### src/rtl/elevator_display_pkg.sv
// Shared constants for the elevator display: direction codes, active-low
// 7-segment glyphs (bit 6 = segment A ... bit 0 = segment G) and the
// conversion FSM state type.
package elevator_display_pkg;

   // Direction encodings from the elevator controller (11 is shown as idle)
   localparam logic [1:0] DIR_IDLE = 2'b00;
   localparam logic [1:0] DIR_UP   = 2'b01;
   localparam logic [1:0] DIR_DOWN = 2'b10;

   // Non-numeric glyphs, active-low
   localparam logic [6:0] GLYPH_UP    = 7'b1000001;
   localparam logic [6:0] GLYPH_DOWN  = 7'b0001001;
   localparam logic [6:0] GLYPH_DASH  = 7'b1111110;
   localparam logic [6:0] GLYPH_E     = 7'b0110000;
   localparam logic [6:0] GLYPH_BLANK = 7'b1111111;

   // Decimal digits 0-9, active-low
   localparam logic [6:0] GLYPH_DIGIT [10] = '{
      7'b0000001,   // 0
      7'b1001111,   // 1
      7'b0010010,   // 2
      7'b0000110,   // 3
      7'b1001100,   // 4
      7'b0100100,   // 5
      7'b0100000,   // 6
      7'b0001111,   // 7
      7'b0000000,   // 8
      7'b0000100    // 9
   };

   // Conversion FSM state
   typedef logic [0:0] conv_state_t;
   localparam conv_state_t ST_IDLE = 1'b0;
   localparam conv_state_t ST_CONV = 1'b1;

   // BCD nibble to glyph; non-decimal codes render blank
   function automatic logic [6:0] digit_glyph(input logic [3:0] d);
      if (d > 4'd9) return GLYPH_BLANK;
      return GLYPH_DIGIT[d];
   endfunction

   // Direction code to glyph; the unused code 11 falls back to the idle dash
   function automatic logic [6:0] dir_glyph(input logic [1:0] d);
      case (d)
         DIR_UP:   return GLYPH_UP;
         DIR_DOWN: return GLYPH_DOWN;
         default:  return GLYPH_DASH;
      endcase
   endfunction

endpackage

### src/rtl/elevator_display_scan_bcd.sv
// Serial double-dabble binary-to-BCD converter. One add-3/shift step per
// clock, FLOOR_W steps per conversion. done pulses (combinationally) during
// the final step, while tens/units carry the finished result, so the caller
// can commit in that same edge. A start while converting restarts from the
// new value.
//
// Handshake: start is a one-cycle strobe accepted in any state; busy is high
// from the cycle after start until the cycle after the last step; done and
// tens/units are only meaningful together, in the cycle done is high.
module bcd_serial
   import elevator_display_pkg::*;
#(
   parameter int FLOOR_W = 4
) (
   input  logic               clk,
   input  logic               rst_n,
   input  logic               start,
   input  logic [FLOOR_W-1:0] bin,
   output logic               busy,
   output logic               done,
   output logic [3:0]         tens,
   output logic [3:0]         units
);

   conv_state_t        state;
   logic [FLOOR_W-1:0] sr;
   logic [7:0]         acc;
   logic [7:0]         adj;
   logic [7:0]         acc_step;
   logic [2:0]         step_cnt;
   logic               last_step;

   assign last_step = (step_cnt == 3'(FLOOR_W - 1));
   assign busy      = (state == ST_CONV);
   assign done      = (state == ST_CONV) && last_step;
   assign tens      = acc_step[7:4];
   assign units     = acc_step[3:0];

   // One double-dabble step: correct each BCD nibble, then shift in the next bit
   always_comb begin
      adj = acc;
      if (acc[3:0] >= 4'd5) adj[3:0] = acc[3:0] + 4'd3;
      if (acc[7:4] >= 4'd5) adj[7:4] = acc[7:4] + 4'd3;
      acc_step = {adj[6:0], sr[FLOOR_W-1]};
   end

   // Conversion FSM; start has priority so the newest floor always wins
   always_ff @(posedge clk or negedge rst_n) begin
      if (!rst_n) begin
         state    <= ST_IDLE;
         sr       <= '0;
         acc      <= '0;
         step_cnt <= '0;
      end else if (start) begin
         state    <= ST_CONV;
         sr       <= bin;
         acc      <= '0;
         step_cnt <= '0;
      end else if (state == ST_CONV) begin
         acc      <= acc_step;
         sr       <= sr << 1;
         step_cnt <= step_cnt + 3'd1;
         if (last_step) state <= ST_IDLE;
      end
   end

endmodule

### src/rtl/elevator_display_scan.sv
// Time-multiplexed common-anode 7-segment driver for the elevator displays.
// Digit 0 shows units, digit 1 tens (blank when zero), the top digit the
// direction glyph or a blinking E on fault. Segment and anode pins are
// registered and lag the scan counters by one cycle; the first cycle of each
// slot keeps every anode off to avoid ghosting between digits.
module elevator_display_scan
   import elevator_display_pkg::*;
#(
   parameter int NUM_DIGITS = 4,
   parameter int FLOOR_W    = 4,
   parameter int SCAN_DIV   = 100000,
   parameter int BLINK_DIV  = 32
) (
   input  logic                  clk,
   input  logic                  rst_n,
   input  logic [FLOOR_W-1:0]    floor,
   input  logic [1:0]            dir,
   input  logic                  door_open,
   input  logic                  fault,
   input  logic                  load,
   output logic                  busy,
   output logic [6:0]            seven,
   output logic [NUM_DIGITS-1:0] an
);

   localparam int SW  = $clog2(SCAN_DIV);
   localparam int DW  = $clog2(NUM_DIGITS);
   localparam int FCW = (BLINK_DIV > 1) ? $clog2(BLINK_DIV) : 1;
   localparam logic [NUM_DIGITS-1:0] AN_ONE = NUM_DIGITS'(1);

   logic [SW-1:0]         slot_cnt;
   logic [DW-1:0]         digit_idx;
   logic [FCW-1:0]        frame_cnt;
   logic                  blink_phase;
   logic                  slot_last;
   logic                  digit_last;
   logic                  frame_end;

   logic                  conv_done;
   logic [3:0]            conv_tens;
   logic [3:0]            conv_units;
   logic [3:0]            tens_q;
   logic [3:0]            units_q;

   logic                  floor_blank;
   logic [6:0]            glyph_next;
   logic [NUM_DIGITS-1:0] an_next;

   bcd_serial #(
      .FLOOR_W (FLOOR_W)
   ) u_bcd (
      .clk   (clk),
      .rst_n (rst_n),
      .start (load),
      .bin   (floor),
      .busy  (busy),
      .done  (conv_done),
      .tens  (conv_tens),
      .units (conv_units)
   );

   // Committed floor digits; only a finished conversion replaces them
   always_ff @(posedge clk or negedge rst_n) begin
      if (!rst_n) begin
         tens_q  <= '0;
         units_q <= '0;
      end else if (conv_done) begin
         tens_q  <= conv_tens;
         units_q <= conv_units;
      end
   end

   assign slot_last  = (slot_cnt == SW'(SCAN_DIV - 1));
   assign digit_last = (digit_idx == DW'(NUM_DIGITS - 1));
   assign frame_end  = slot_last && digit_last;

   // Slot counter and digit index; a frame ends when the index wraps
   always_ff @(posedge clk or negedge rst_n) begin
      if (!rst_n) begin
         slot_cnt  <= '0;
         digit_idx <= '0;
      end else if (slot_last) begin
         slot_cnt  <= '0;
         digit_idx <= digit_last ? '0 : digit_idx + DW'(1);
      end else begin
         slot_cnt  <= slot_cnt + SW'(1);
      end
   end

   // Blink phase flips after every BLINK_DIV complete frames
   always_ff @(posedge clk or negedge rst_n) begin
      if (!rst_n) begin
         frame_cnt   <= '0;
         blink_phase <= 1'b0;
      end else if (frame_end) begin
         if (frame_cnt == FCW'(BLINK_DIV - 1)) begin
            frame_cnt   <= '0;
            blink_phase <= ~blink_phase;
         end else begin
            frame_cnt   <= frame_cnt + FCW'(1);
         end
      end
   end

   // Glyph and anode pattern for the digit currently being scanned
   always_comb begin
      glyph_next  = GLYPH_BLANK;
      floor_blank = door_open && blink_phase;
      if (digit_idx == '0) begin
         glyph_next = floor_blank ? GLYPH_BLANK : digit_glyph(units_q);
      end else if (digit_idx == DW'(1)) begin
         glyph_next = (floor_blank || tens_q == 4'd0) ? GLYPH_BLANK : digit_glyph(tens_q);
      end else if (digit_last) begin
         if (fault) glyph_next = blink_phase ? GLYPH_BLANK : GLYPH_E;
         else       glyph_next = dir_glyph(dir);
      end
      an_next = (slot_cnt == '0) ? '1 : ~(AN_ONE << digit_idx);
   end

   // Registered pin drivers
   always_ff @(posedge clk or negedge rst_n) begin
      if (!rst_n) begin
         seven <= GLYPH_BLANK;
         an    <= '1;
      end else begin
         seven <= glyph_next;
         an    <= an_next;
      end
   end

endmodule

### config.mk
export PLATFORM = sky130hd
export DESIGN_NAME = elevator_display_scan
export DESIGN_NICKNAME = d
export VERILOG_FILES = /design/src/rtl/elevator_display_pkg.sv /design/src/rtl/elevator_display_scan_bcd.sv /design/src/rtl/elevator_display_scan.sv
export SDC_FILE = /design/constraint.sdc
export NUM_CORES = 1
export LEC_CHECK = 0
export BUFFER_PORTS_ARGS = -buffer_cell sky130_fd_sc_hd__buf_2
export CORE_MARGIN = 2
export CORE_UTILIZATION = 55
export DETAILED_ROUTE_END_ITERATION = 16
export HOLD_SLACK_MARGIN = 0.02
export PLACE_DENSITY = 0.75
export SETUP_SLACK_MARGIN = 0.2
export SLEW_MARGIN = 30
export SYNTH_ARGS = -nofsm -noshare
export SYNTH_HDL_FRONTEND = slang
export SYNTH_SLANG_ARGS = --single-unit
### constraint.sdc
create_clock -name clk -period 2.09 [get_ports clk]
set_input_delay 0.627 -clock clk [delete_from_list [all_inputs] [get_ports clk]]
set_output_delay 0.627 -clock clk [all_outputs]
set_load 0.02 [all_outputs]
==> results.json, run 1 <==
{
  "layout-drive-gt1-share": 0.1926,
  "critPathLaunchType": "register",
  "rows": 28,
  "filler_cell_count": 483,
  "most_common_cell_after_layout_fill_and_taps_aside": "sky130_fd_sc_hd__dfrtp_1",
  "power_density_mw_per_mm2": 975.4,
  "yosys.area_share.simple": 0.2001,
  "timing_hold_violations_final": 0,
  "maxClockFrequency_mhz": 542.7,
  "number_of_iterations_in_the_first_detailed_routing_pass": 4,
  "antenna_violating_nets_post_route": 0,
  "path_class": "reg -> reg",
  "track_usage": 0.2019,
  "die_w_um": 82.58,
  "timing_worst_slew_pin_value_ps": 410.9,
  "main_combinational_cell_family_by_area_after_synthesis": "simple AND/OR/NAND/NOR gates",
  "routed_wire_length_mm": 6.448,
  "grt_remaining_overflow": 0,
  "cp_data_arrival_time_ps": 2040,
  "required_ps": 2290,
  "worst-r2r-cell-count": 6,
  "holdWs_ps": 200.9,
  "dr.first_iter.drc_count": 152,
  "dieHeight_um": 82.58,
  "yosys_register_bits": 60,
  "maxCapViolations": 0,
  "initial_antenna_violation_count": 0,
  "finalPower_mw": 3.743,
  "synth_cells": 349,
  "seq_area_frac_synth": 0.4462,
  "multiplexer_area_fraction_after_synthesis": 0.04348,
  "synth_nets": 386,
  "cts_buffer_depth": 2,
  "start_util": 0.5702,
  "postSynthAreaPerCell_um2": 9.730,
  "globalplace.congestion": 0.8910,
  "yosys.area_share.adder": 0.09580,
  "cts_made_buffers": 9,
  "io_buffers": 22,
  "register_area_mm2": 0.001516,
  "maximum_number_of_pins_on_one_net_before_global_route_repair": 46,
  "finalCritPeriodShare": 0.8816,
  "cts.root.buffer_cell": "sky130_fd_sc_hd__clkbuf_8",
  "vias_per_cell": 5.610,
  "netlist-cell-type-count": 55,
  "syn2layout_area_growth_pct": 13.01,
  "crit_path_end": "u_bcd.acc[2]",
  "worst_setup_hold_path_clk_slew_ps": 70,
  "regToRegEndpoint": "u_bcd.acc[2]",
  "postLayoutCellArea_mm2": 0.003837,
  "post_synth_top_flop": "sky130_fd_sc_hd__dfrtp_1",
  "place.detailed.hpwl_mm": 4.415,
  "cell_area_after_placement_mm2": 0.003582,
  "timing.slew.headroom": 0.7261,
  "worst-path-max-fanout": 7,
  "insertedDiodeCount": 0,
  "final.setup.tns_ps": 0,
  "outcome": "finished, final reports clean",
  "cts_post_setup_buffers_inserted": 0,
  "number_of_flops_mapped_to_enable_cells_by_yosys": 0,
  "worst_case_register_to_register_setup_slack_ps": 250,
  "synth_area_mm2": 0.003396,
  "yosysWarnings": 0,
  "layout.cells.most_common_list": "48 x sky130_fd_sc_hd__dfrtp_1, 34 x sky130_fd_sc_hd__nand2_1, 27 x sky130_fd_sc_hd__o21ai_0",
  "wl_per_cell_um": 14.20,
  "power.ir.vdd_worst_uv": 577.1,
  "dr_total_vias": 2547,
  "floorplan.core_area_mm2": 0.005956,
  "synth_xor_xnor_area_share": 0.04127,
  "htree_num_levels": 3,
  "grt_setup_unrepaired": "true",
  "power_leakage_nw": 1.765,
  "rr_startpoint": "u_bcd.acc[1]",
  "cp-end-kind": "register",
  "fin_nets": 411,
  "grt_pass1_wl_mm": 10.46,
  "critPathLaunch": "u_bcd.acc[1]",
  "min_path_type": "in -> async",
  "dieArea_mm2": 0.006819,
  "maxSlewViolCount": 0,
  "combined_area_of_the_multi_input_logic_cells_mm2": 0.001744,
  "boundaryPins": 23,
  "timing.final.setup_violations": 0,
  "numClockSinks": 60,
  "period_minus_slack_ps": 1842,
  "via_count_of_the_first_global_routing_pass": 2375,
  "synth_compound_gate_area_share": 0.1279,
  "synthArstFlopShare": 1.000,
  "cts_tree": "done",
  "clock-skew-final_ps": 11.29,
  "detail_route.drc_violations": 0,
  "worst_skew_pair.late_latency_ps": 340
}
==> worst max-delay path: stages, from the launching register on <==
cell,delay (ps)
sky130_fd_sc_hd__dfrtp_1,400
sky130_fd_sc_hd__inv_1,110
sky130_fd_sc_hd__ha_1,290
sky130_fd_sc_hd__nand2b_1,80
sky130_fd_sc_hd__a21oi_1,250
sky130_fd_sc_hd__nor2b_1,120
sky130_fd_sc_hd__a2111oi_2,440
==> through the flow <==
step	util	cells	setup slack, ps
finish	0.6443	454	247.5
global route	0.6443	454	158.8
CTS	0.6414	454	234.6
detailed placement	0.6015	438	276.3
global placement	0.6015	438	327.7
floorplan	-	349	411.7
==> where the power goes <==
| group | leakage [nW] | switching [mW] | internal (mW) |
|---|---|---|---|
| Sequential | 0.760 | 0.151 | 1.37 |
| Combinational | 0.889 | 0.575 | 0.419 |
| Clock | 0.116 | 0.457 | 0.770 |
==> flip-flops by register name, indices dropped and copies added, names as in the netlist, 3 cells and up <==
name and flops:
seven 7, units_q 4, tens_q 4, an 4, slot_cnt 17, u_bcd.acc 8, frame_cnt 5, u_bcd.step_cnt 3
u_bcd.sr 4
==> layout make-up <==
cell class / count / area share
inverter: 25 / 0.02445
clock inverter: 3 / 0.01761
timing repair buffer: 26 / 0.03978
multi-input combinational: 252 / 0.4545
clock buffer: 13 / 0.04402
sequential: 60 / 0.3952
tap: 75 / 0.02445
==> worst min path at each step <==
stage / cells after the start / slack, ps / end / startpoint
2_1_floorplan: 0 / 330 / blink_phase / rst_n
3_3_place_gp: 1 / 490 / slot_cnt[0] / slot_cnt[0]
3_5_place_dp: 1 / 510 / slot_cnt[0] / slot_cnt[0]
4_1_cts: 1 / 200 / slot_cnt[12] / rst_n
5_1_grt: 1 / 220 / slot_cnt[11] / rst_n
6_report: 1 / 200 / slot_cnt[12] / rst_n
==> synth_stat cells, types with 4 or more instances <==
cell type,count,area share
sky130_fd_sc_hd__xor2_1,7,0.018
sky130_fd_sc_hd__dfstp_2,11,0.085
sky130_fd_sc_hd__nor2b_1,5,0.0092
sky130_fd_sc_hd__nand4_1,5,0.0092
sky130_fd_sc_hd__o21ai_0,27,0.040
sky130_fd_sc_hd__nor2_1,25,0.028
sky130_fd_sc_hd__mux2i_1,8,0.024
sky130_fd_sc_hd__nand2_1,34,0.038
sky130_fd_sc_hd__nor3_1,7,0.010
sky130_fd_sc_hd__nand3_1,11,0.016
sky130_fd_sc_hd__ha_1,26,0.096
sky130_fd_sc_hd__a22oi_1,4,0.0088
sky130_fd_sc_hd__a21oi_1,17,0.025
sky130_fd_sc_hd__nand2b_1,11,0.020
sky130_fd_sc_hd__dfrtp_1,49,0.36
sky130_fd_sc_hd__clkbuf_1,7,0.0077
sky130_fd_sc_hd__xnor2_1,9,0.023
sky130_fd_sc_hd__inv_1,25,0.028
sky130_fd_sc_hd__a211oi_1,9,0.020
==> metal layers <==
metal	routed length, um	GRT usage
met5	0	0
met4	116	0.09344
met2	2977	0.3250
met3	272	0.04348
met1	3082	0.2599
==> cells by family (layout without fill, tap and decap cells) <==
group,Yosys count,after routing
DFF,60,60
buffers and inverters,37,67
xor gates and xnor gates,16,16
adders and majority gates,26,26
AOI/OAI and AO/OA,72,72
and+or+nand+nor,125,125
muxes,13,13
==> repair_timing <==
action                     4_1_cts  5_1_grt
setup endpoints to repair        1        9
resized for setup                1        5
gates cloned                     0        0
hold buffers                     0        0
No activity file was read; power rests on OpenSTA's default activity.
==> run 2: changes to the inputs <==
- BUFFER_PORTS_ARGS: -buffer_cell sky130_fd_sc_hd__buf_2 -> unset
- DONT_BUFFER_PORTS: unset -> 1
- PLACE_DENSITY: 0.75 -> 0.71
- SYNTH_HIERARCHICAL: unset -> 1
==> results.json, run 2 <==
{
  "outcome": "finished, final reports clean",
  "critical_path.max_stage_delay_ps": 540,
  "required_ps": 2320,
  "place.detailed.hpwl_mm": 4.352,
  "combined_area_of_the_multi_input_logic_cells_mm2": 0.001770,
  "finalCritPeriodShare": 0.9124,
  "cts_tree": "done",
  "synth_commonest_cells": "49 x sky130_fd_sc_hd__dfrtp_1, 35 x sky130_fd_sc_hd__nor2_1, 31 x sky130_fd_sc_hd__nand2_1",
  "power_leakage_nw": 1.743,
  "period_minus_slack_ps": 1907,
  "via_count_of_the_first_global_routing_pass": 2377,
  "track_usage": 0.2066,
  "fin_nets": 394,
  "numClockSinks": 60,
  "layout.cells.most_common_list": "47 x sky130_fd_sc_hd__dfrtp_1, 35 x sky130_fd_sc_hd__nor2_1, 31 x sky130_fd_sc_hd__nand2_1",
  "filler_cell_count": 488,
  "critPathSlowestCell": "sky130_fd_sc_hd__or4_4",
  "max_flop_register": "slot_cnt",
  "synth_xor_xnor_area_share": 0.04377,
  "dieArea_mm2": 0.006830,
  "cts_made_buffers": 9,
  "synth.most_common_cell": "sky130_fd_sc_hd__dfrtp_1",
  "maxCapViolations": 0,
  "largest_reg_flops": 17,
  "timing_worst_slew_pin_value_ps": 480.3,
  "main_combinational_cell_family_by_area_after_synthesis": "simple AND/OR/NAND/NOR gates",
  "htree_num_levels": 3,
  "insertedDiodeCount": 0,
  "dieHeight_um": 82.65,
  "syn2layout_area_growth_pct": 11.14,
  "finalPower_mw": 3.519,
  "yosys.area_share.simple": 0.2063,
  "most_common_cell_after_layout_fill_and_taps_aside": "sky130_fd_sc_hd__dfrtp_1",
  "rows": 28,
  "io_buffers": 0,
  "die_w_um": 82.65,
  "dr.first_iter.drc_count": 111,
  "grt_remaining_overflow": 0,
  "start_util": 0.5712,
  "area_share_of_the_leading_cell_type_in_the_synthesized_netlist": 0.3604,
  "worst_setup_hold_path_clk_slew_ps": 80,
  "timing_hold_violations_final": 0,
  "synth_area_mm2": 0.003402,
  "multiplexer_area_fraction_after_synthesis": 0.05112,
  "power_density_mw_per_mm2": 930.6,
  "final.setup.tns_ps": 0,
  "maxSlewViolCount": 0,
  "wl_per_cell_um": 15.00,
  "worst-r2r-cell-count": 5,
  "grt_setup_unrepaired": "true",
  "synth_nets": 384,
  "floorplan.core_area_mm2": 0.005956,
  "cp-end-kind": "register",
  "worstPathCellList": "or4_4 -> nor4_4 -> buf_4 -> nand3_2 -> mux2_2",
  "synthArstFlopShare": 1.000,
  "synth_compound_gate_area_share": 0.1170,
  "worst-path-max-fanout": 5,
  "timing.final.setup_violations": 0,
  "detail_route.drc_violations": 0,
  "synth_cells": 347,
  "vias_per_cell": 5.760,
  "postSynthAreaPerCell_um2": 9.804,
  "cts.root.buffer_cell": "sky130_fd_sc_hd__clkbuf_8",
  "yosys.area_share.adder": 0.09562,
  "worst_skew_pair.late_latency_ps": 340,
  "yosysWarnings": 6,
  "power.ir.vdd_worst_uv": 795.5,
  "dr_total_vias": 2517,
  "maxClockFrequency_mhz": 524.4,
  "antenna_violating_nets_post_route": 0,
  "grt_pass1_wl_mm": 10.61,
  "number_of_flops_mapped_to_enable_cells_by_yosys": 0,
  "boundaryPins": 23,
  "maximum_number_of_pins_on_one_net_before_global_route_repair": 50,
  "critPathLaunchType": "register",
  "cp_data_arrival_time_ps": 2140,
  "globalplace.congestion": 0.8407,
  "largest_area_contributor_in_the_synthesized_netlist": "sky130_fd_sc_hd__dfrtp_1",
  "cts_buffer_depth": 2,
  "clock-skew-final_ps": 9.976,
  "netlist-cell-type-count": 56,
  "number_of_iterations_in_the_first_detailed_routing_pass": 5,
  "path_class": "reg -> reg",
  "post_synth_top_flop": "sky130_fd_sc_hd__dfrtp_1",
  "timing.slew.headroom": 0.6779,
  "layout-drive-gt1-share": 0.1713,
  "register_area_mm2": 0.001518,
  "seq_area_frac_synth": 0.4454,
  "yosys_register_bits": 60,
  "min_path_type": "in -> async",
  "registers_with_the_most_flip_flops": "slot_cnt: 17 flops, u_bcd/acc: 8 flops, seven: 7 flops",
  "synth_area_leaders": "sky130_fd_sc_hd__dfrtp_1 36%, sky130_fd_sc_hd__ha_1 9.6%, sky130_fd_sc_hd__dfstp_2 8.5%",
  "initial_antenna_violation_count": 0,
  "routed_wire_length_mm": 6.555
}
==> run 2: changes by cell type in the layout (fill, tap and decap cells not counted), moves of 4 or more <==
| cell | before | now |
|---|---|---|
| sky130_fd_sc_hd__buf_2 | 22 | 0 |
| sky130_fd_sc_hd__o21ai_0 | 27 | 14 |
| sky130_fd_sc_hd__nor2_1 | 25 | 35 |
| sky130_fd_sc_hd__buf_4 | 3 | 10 |
| sky130_fd_sc_hd__inv_1 | 25 | 19 |
| sky130_fd_sc_hd__nor3_1 | 7 | 12 |
| sky130_fd_sc_hd__a21oi_1 | 16 | 12 |
| sky130_fd_sc_hd__mux2_2 | 2 | 6 |
| sky130_fd_sc_hd__nand3_1 | 11 | 7 |
| sky130_fd_sc_hd__o21a_1 | 0 | 4 |
==> run 2: cells by family after synthesis <==
family	Yosys count
xor+xnor	17
simple gates	135
flops	60
mux	16
fa+ha+maj	26
buf+inv	33
compound gates	60
==> run 2: path summary, 6_finish.rpt <==
kind,startpoint,to,slack (ps)
max in group asynchronous,rst_n,slot_cnt[1],1720
worst max-delay path,slot_cnt[11],frame_cnt[4],180
min in group clk,load,u_bcd/acc[7],350
worst max register to register,slot_cnt[11],frame_cnt[4],180
worst min register to register,slot_cnt[12],slot_cnt[12],490
worst min-delay path,rst_n,seven[5],120
==> run 2: worst max-delay path, delay by kind of cell (launching register included) <==
| kind | cells | cell delay (ps) |
|---|---|---|
| simple gates | 3 | 900 |
| mux | 1 | 300 |
| flops | 1 | 390 |
| buf+inv | 1 | 210 |
==> run 2: metal layers <==
metal | up-vias | part of all wire | track usage
met5 | - | 0 | 0
met4 | 0 | 0.018 | 0.1066
met3 | 13 | 0.045 | 0.05000
met2 | 68 | 0.47 | 0.3169
met1 | 1207 | 0.47 | 0.2716
li1 | 1229 | - | -
==> run 2: cell type report <==
class / count / share of cell area
Inverter: 20 / 0.01985
Sequential cell: 60 / 0.4014
Multi-Input combinational cell: 254 / 0.4682
Timing Repair Buffer: 12 / 0.03243
Tap cell: 75 / 0.02482
Clock inverter: 7 / 0.02052
Clock buffer: 9 / 0.03276
==> run 2: where the power goes <==
group          switching (mW)  leakage, nW  internal [mW]
clock                   0.514       0.0877          0.553
sequential              0.229        0.762           1.36
combinational           0.459        0.893          0.402
total                    1.20         1.74           2.32
==> run 2: metrics by stage <==
| stage | worst slack [ps] | instance area, um2 | util | cells | hold slack [ps] |
|---|---|---|---|---|---|
| final | 183.1 | 3781 | 0.6349 | 437 | 117.2 |
| after global routing | 135.3 | 3781 | 0.6349 | 437 | 96.35 |
| after CTS | 194.0 | 3761 | 0.6315 | 435 | 103.5 |
| after detailed placement | 154.2 | 3492 | 0.5863 | 415 | 333.3 |
| after global placement | 197.4 | 3492 | 0.5863 | 415 | 333.2 |
| after floorplan | 144.6 | 3405 | - | 347 | 331.4 |
==> run 2: timing repair <==
action / 4_1_cts / 5_1_grt
setup endpoints to repair: 5 / 8
gates resized for setup: 4 / 2
endpoints found under the hold margin: 49 / 0
hold buffers: 1 / 0
pin swaps: 1 / 1
buffers inserted: 3 / 2
